## src/rtl/gpr_dump_reader.sv

```systemverilog
// GPR dump reader: walks every register through one read port, streams {index, value}
// records and a closing XOR-checksum record, and flags registers rewritten after capture.
module gpr_dump_reader #(
    parameter int NREG = 32,
    parameter int AW   = 5,
    parameter int DW   = 32
) (
    input  logic          WrClk,
    input  logic          rst,
    input  logic          start,
    input  logic          skip_zero,
    output logic          busy,
    output logic          done,
    output logic [AW-1:0] Ra,
    input  logic [DW-1:0] busA,
    input  logic          snoop_wr,
    input  logic [AW-1:0] snoop_rw,
    output logic          out_valid,
    input  logic          out_ready,
    output logic [AW-1:0] out_idx,
    output logic [DW-1:0] out_data,
    output logic          out_last,
    output logic          dirty,
    output logic [1:0]    dbgState
);

    typedef enum logic [1:0] {IDLE, READ, SEND, SUM} state_t;

    localparam logic [AW-1:0] LAST_IDX = AW'(NREG - 1);

    state_t        state, stateNext;
    logic [AW-1:0] idx;
    logic [DW-1:0] checksum;
    logic          mode;
    logic          handshake;
    logic          skipRec;
    logic          atLast;
    logic          dirtyHit;

    // Handshake: a record transfers on every rising edge where out_valid && out_ready;
    // once out_valid rises, out_idx/out_data/out_last stay frozen until that transfer.
    assign busy     = (state != IDLE);
    assign Ra       = (state == READ) ? idx : '0;
    assign dbgState = state;

    always_comb begin
        stateNext = state;
        handshake = out_valid & out_ready;
        skipRec   = mode && (busA == '0);
        atLast    = (idx == LAST_IDX);
        // Captured values are pre-write, so a write landing on the capture edge still counts.
        dirtyHit  = snoop_wr && (snoop_rw != '0) &&
                    ((((state == READ) || (state == SEND)) && (snoop_rw <= idx)) ||
                     (state == SUM));
        case (state)
            IDLE: if (start) stateNext = READ;
            READ: begin
                if (skipRec) stateNext = atLast ? SUM : READ;
                else         stateNext = SEND;
            end
            SEND: if (handshake) stateNext = atLast ? SUM : READ;
            SUM:  if (handshake) stateNext = IDLE;
            default: stateNext = IDLE;
        endcase
    end

    always_ff @(posedge WrClk) begin
        if (rst) begin
            state     <= IDLE;
            idx       <= '0;
            checksum  <= '0;
            mode      <= 1'b0;
            out_valid <= 1'b0;
            out_idx   <= '0;
            out_data  <= '0;
            out_last  <= 1'b0;
            done      <= 1'b0;
            dirty     <= 1'b0;
        end else begin
            state <= stateNext;
            done  <= 1'b0;
            if (dirtyHit) dirty <= 1'b1;
            case (state)
                IDLE: begin
                    if (start) begin
                        idx      <= '0;
                        checksum <= '0;
                        dirty    <= 1'b0;
                        mode     <= skip_zero;
                    end
                end
                READ: begin
                    if (skipRec) begin
                        // A skipped final register goes straight to the checksum record.
                        if (atLast) begin
                            out_data  <= checksum;
                            out_idx   <= '0;
                            out_last  <= 1'b1;
                            out_valid <= 1'b1;
                        end else begin
                            idx <= idx + AW'(1);
                        end
                    end else begin
                        out_data  <= busA;
                        out_idx   <= idx;
                        checksum  <= checksum ^ busA;
                        out_valid <= 1'b1;
                    end
                end
                SEND: begin
                    if (handshake) begin
                        if (atLast) begin
                            out_data <= checksum;
                            out_idx  <= '0;
                            out_last <= 1'b1;
                        end else begin
                            out_valid <= 1'b0;
                            idx       <= idx + AW'(1);
                        end
                    end
                end
                SUM: begin
                    if (handshake) begin
                        out_valid <= 1'b0;
                        out_last  <= 1'b0;
                        done      <= 1'b1;
                    end
                end
                default: ;
            endcase
        end
    end

endmodule
```

## config.mk

```make
export PLATFORM = sky130hd
export DESIGN_NAME = gpr_dump_reader
export DESIGN_NICKNAME = d
export VERILOG_FILES = /design/src/rtl/gpr_dump_reader.sv
export SDC_FILE = /design/constraint.sdc
export NUM_CORES = 1
export LEC_CHECK = 0
export CORE_MARGIN = 1
export CORE_UTILIZATION = 34
export CTS_CLUSTER_SIZE = 28
export DETAILED_ROUTE_END_ITERATION = 8
export PLACE_DENSITY = 0.66
export SETUP_SLACK_MARGIN = 0.15
export SYNTH_ARGS = -nofsm -noshare
export SYNTH_HDL_FRONTEND = slang
export SYNTH_SLANG_ARGS = --single-unit
```

## constraint.sdc

```tcl
create_clock -name WrClk -period 6.1 [get_ports WrClk]
set_input_delay 1.22 -clock WrClk [delete_from_list [all_inputs] [get_ports WrClk]]
set_output_delay 1.22 -clock WrClk [all_outputs]
set_load 0.05 [all_outputs]
```

Word level (Yosys, flattened, before mapping)
Cells that the tools add are included.
{"block": "classes", "add_sub_neg": 1, "order_cmp": 1, "eq_ne": 11, "mux": 37, "bitwise_logic": 3, "reduce_logical": 22}
{"cell": "32-bit 2-to-1 mux", "n": 5}
{"cell": "32-bit one-hot mux with 2 select lines", "n": 2}
{"cell": "5-bit 2-to-1 mux", "n": 8}
{"cell": "32-bit zero test", "n": 1}
{"cell": "32-bit bitwise XOR", "n": 1}
{"cell": "5-bit one-hot mux with 3 select lines", "n": 1}
{"cell": "1-bit 2-to-1 mux", "n": 12}
{"cell": "2-bit != test, second input constant", "n": 6}
{"cell": "2-bit 2-to-1 mux", "n": 5}
{"cell": "5-bit one-hot mux with 2 select lines", "n": 1}
{"cell": "2-bit one-hot mux with 4 select lines", "n": 1}
{"cell": "4-bit AND reduction", "n": 2}
{"cell": "1-bit one-hot mux with 3 select lines", "n": 2}
{"cell": "3-bit AND reduction", "n": 2}
{"cell": "2-bit nonzero test", "n": 3}
{"cell": "3-bit nonzero test", "n": 2}
{"cell": "5-bit by 1-bit adder with 5-bit output, second input constant", "n": 1}
{"cell": "5-bit == test, second input constant", "n": 1}
{"cell": "5-bit <= comparator", "n": 1}
{"cell": "5-bit AND reduction", "n": 1}
{"cell": "5-bit nonzero test", "n": 1}
{"cell": "2-bit == test, second input constant", "n": 2}
{"cell": "1-bit logical AND", "n": 4}
{"cell": "2-bit AND reduction", "n": 2}
{"cell": "other kinds (7)", "n": 8}
{"block": "word_totals", "register_bits": 81, "inputBits": 43, "out_inout_bits": 49, "elab_cells": 85}

Depth between registers and ports, before layout
{"block": "depth", "word_depth": 8, "mapped_depth": 9}

Least setup slack after synthesis
No wires, ideal clock.
{"block": "synth_path", "kind": "register to output", "startpoint": "reg state[0] (netlist: dbgState[0])", "endpoint": "out Ra[1]", "t_arrival_ps": 1830, "required_ps": 4880, "slack_ps": 3050, "stages_incl_launch_ff": 5, "n_path_buf": 1, "path_cell_list": "dfxtp_1 -> ha_1 -> buf_2 -> inv_1 -> nor2_1"}
{"block": "synth_via", "elab_chain_cells": 2}
{"item": "start, declared", "line": "31", "text": "state_t state, stateNext;"}
{"item": "start signal, assigned", "line": "80", "text": "state <= stateNext;"}
{"item": "2-bit by 1-bit == test with 1-bit output", "line": "43", "text": "assign Ra = (state == READ) ? idx : '0;"}
{"item": "5-bit 2-to-1 mux", "line": "43"}
{"item": "end, declared", "line": "14", "text": "output logic [AW-1:0] Ra,"}
Every way passes these cells.

Worst setup path in the final report
{"block": "layout_path", "startpoint": "in busA[9]", "endpoint": "reg out_data[4]"}
{"block": "layout_via", "elab_chain_cells": 4}
{"item": "start, declared", "line": "15", "text": "input logic [DW-1:0] busA,"}
{"item": "32-bit zero test", "line": "49", "text": "skipRec = mode && (busA == '0);"}
{"item": "1-bit logical AND", "line": "49"}
{"item": "32-bit 2-to-1 mux", "line": "93", "text": "if (skipRec) begin"}
{"item": "32-bit one-hot mux with 2 select lines", "line": "83", "text": "case (state)"}
{"item": "end signal, assigned", "line": "96", "text": "out_data <= checksum;"}
{"item": "end signal, assigned", "line": "104", "text": "out_data <= busA;"}
{"item": "end signal, assigned", "line": "113", "text": "out_data <= checksum;"}
{"item": "end, declared", "line": "21", "text": "output logic [DW-1:0] out_data,"}
Every way passes these cells.
A chain may end at the register's enable or synchronous reset.

==> flow_summary.ini <==
[clock_tree]
cts_root_buffer = clkbuf_16
clk_latency_ns = 0.33
clkTransAtPathRegs_ns = 0.06
tritoncts = built
postCtsSetupBuffers = 0
ctsHtreeMaxLevel = 3
holdBufCountCts = 0
cts.sinks = 81
cts_buffer_depth = 2
cts_buffers = 9
cts_resized = 0

[outcome]
violations = design-rule violations
status = complete, but fails checks

[yosys]
yosysMostFrequentCell = dfxtp_1
synth_common_cells = dfxtp_1, nor2_1, nand2_1, xor2_1, a221o_1
yosysTopAreaCell = dfxtp_1
yosys_register_bits = 81
synth_edf_count = 0
synth_async_sr_flop_share = 0
synth_top_area_share = 0.395
synth_flop_cell = dfxtp_1
syn_inst = 450
synth.area.top_cells = dfxtp_1, xor2_1, a221o_1
netlist_area_um2 = 4100
yosysWarnings = 0
seq_area_frac_synth = 0.395
syn_nets = 505
syn_area_per_cell_um2 = 9.11
yosys.cell_types.count = 59

[die]
coreArea_um2 = 11600
die-width_um = 112
num_rows = 39
die_area_um2 = 12500
initial_utilization = 0.355
dieHeight_um = 112
ios = 92

[sta]
setup_tns_ns = 0
finClkSkew_ns = 0.00979
fin_crit_sh = 0.628
post-route-min-period_ns = 3.83
final-setup-viol-count = 0
finalWorstSetupSlack_ns = 2.27
fmax_mhz = 261
rsz0062_at_grt = no
slew_headroom = 0.450
report.final.slew_viol_count = 0
worstMarginPinSlew_ns = 0.825
hold_violations = 0

[final_layout]
fin_nets = 585
drive_gt1_frac = 0.0843
final.fill_count = 1075
stdcell_area_um2 = 5420
area_growth_pct = 32.2
n_antenna_cell = 0

[placed_design]
place_ws_ns = 2.06
port_buffers = 91
gp_congestion = 0.780
place_area_um2 = 5090
dp_hpwl_um = 7980

[detailed_routing]
route.detailed.drc = 6
drt-initial-drc-count = 210
viasPerCell = 5.45
ant_nets = 0
vias = 3693
wl_um = 11600
wl_per_cell_um = 17.2
drt_pre_antenna_iters = 7

[worst_setup_path]
crit_arrival_ns = 4.09
critPathMaxFanout = 19
cp-end-kind = flip-flop
required_ns = 6.36
cpPeakStageDelay_ns = 0.77
crit_buf_inv = 1
path_cells = clkdlybuf4s50_1, nor4_1, and3_1, nand4_1, a21oi_2, a221o_1
crit_family = simple AND/OR/NAND/NOR gates
startpoint_type = input port
crit_path_start = busA[9]
crit_type = in -> reg
slowest_stage = and3_1
reg2reg_from = dbgState[0]
rrSetupSlack_ns = 3.39

[power_and_ir_drop]
pwr_density_cell_nw_per_um2 = 306
ir_drop_v = 0.000141
p_leak_nw = 2.00
total_power_w = 0.00166

[grt]
use_met1 = 0.259
met2_usage = 0.303
grtUsageTotal = 0.190
grt-busiest-layer = met2
grt_start_max_net_pins = 33
antenna_found_initial = 0
grt_overflow = 0
grt_pass1_wl_um = 19200
grt_pass1_vias = 3694
grtUsageMet3 = 0.0446

[hold_path]
hold_path.class = reg -> reg
min-delay-start = mode

[run]
max_cap_viol_count = 0
==> cell type report <==
| cell class | count | area, um^2 | share of cell area |
|---|---|---|---|
| clock buffer | 10 | 239 | 0.0441 |
| sequential | 81 | 1620 | 0.299 |
| clock inverter | 5 | 86.3 | 0.0159 |
| timing repair buffer | 98 | 963 | 0.178 |
| tap | 143 | 179 | 0.0330 |
| inverter | 12 | 45.0 | 0.00831 |
| multi-input combinational | 328 | 2290 | 0.422 |
==> where the power goes <==
part           internal (W)  total (W)  switching, W
Sequential         0.000588   0.000632     0.0000445
Clock              0.000372   0.000595      0.000223
Combinational      0.000164   0.000430      0.000266
Total               0.00112    0.00166      0.000533
==> kinds of logic after synthesis <==
group | share of synthesized area
buffers and inverters | 0.0491
xor gates and xnor gates | 0.0683
adders and majority gates | 0.0366
DFF | 0.395
and+or+nand+nor | 0.198
muxes | 0.0464
AOI/OAI and AO/OA | 0.206
==> flip-flops by register name, summed over array words and instances, names as in the netlist <==
name	cells
checksum	32
out_data	32
idx	5
out_idx	5
dbgState	2
dirty	1
done	1
mode	1
out_last	1
out_valid	1
==> metrics by stage <==
step                      hold slack, ns  cells   util
final                              0.463    677  0.469
after detailed placement           0.452    662  0.441
after global routing               0.474    677  0.469
after floorplan                    0.431    450      -
after global placement             0.463    662  0.441
after CTS                          0.466    677  0.469
==> routing by layer <==
layer	vias to the layer above	part of all wire
met4	0	0.014
met1	1754	0.46
li1	1794	-
met5	-	0
met2	133	0.45
met3	12	0.074
==> worst min-delay path: stages, from the launching register on <==
cell and delay, ns:
dfxtp_1 0.31, nand2_1 0.05, a21oi_1 0.05
==> worst paths after layout <==
| path | to | depth (start not counted) |
|---|---|---|
| setup / recovery | out_data[4] | 6 |
| hold / removal | mode | 2 |
| setup reg to reg | out_data[4] | 6 |
| hold reg to reg | mode | 2 |
==> placed cells by master (no fill, tap or decap), drive strengths merged, types with 7 or more instances in the layout <==
master          n
a21oi          25
nor2           60
clkdlybuf4s50  91
a221o          32
nor4            7
ha             12
nor3b          15
inv            14
nand2          46
mux2i          19
dfxtp          81
a31oi          18
clkbuf         10
buf             7
xor2           32
(Power assumes the default switching activity.)
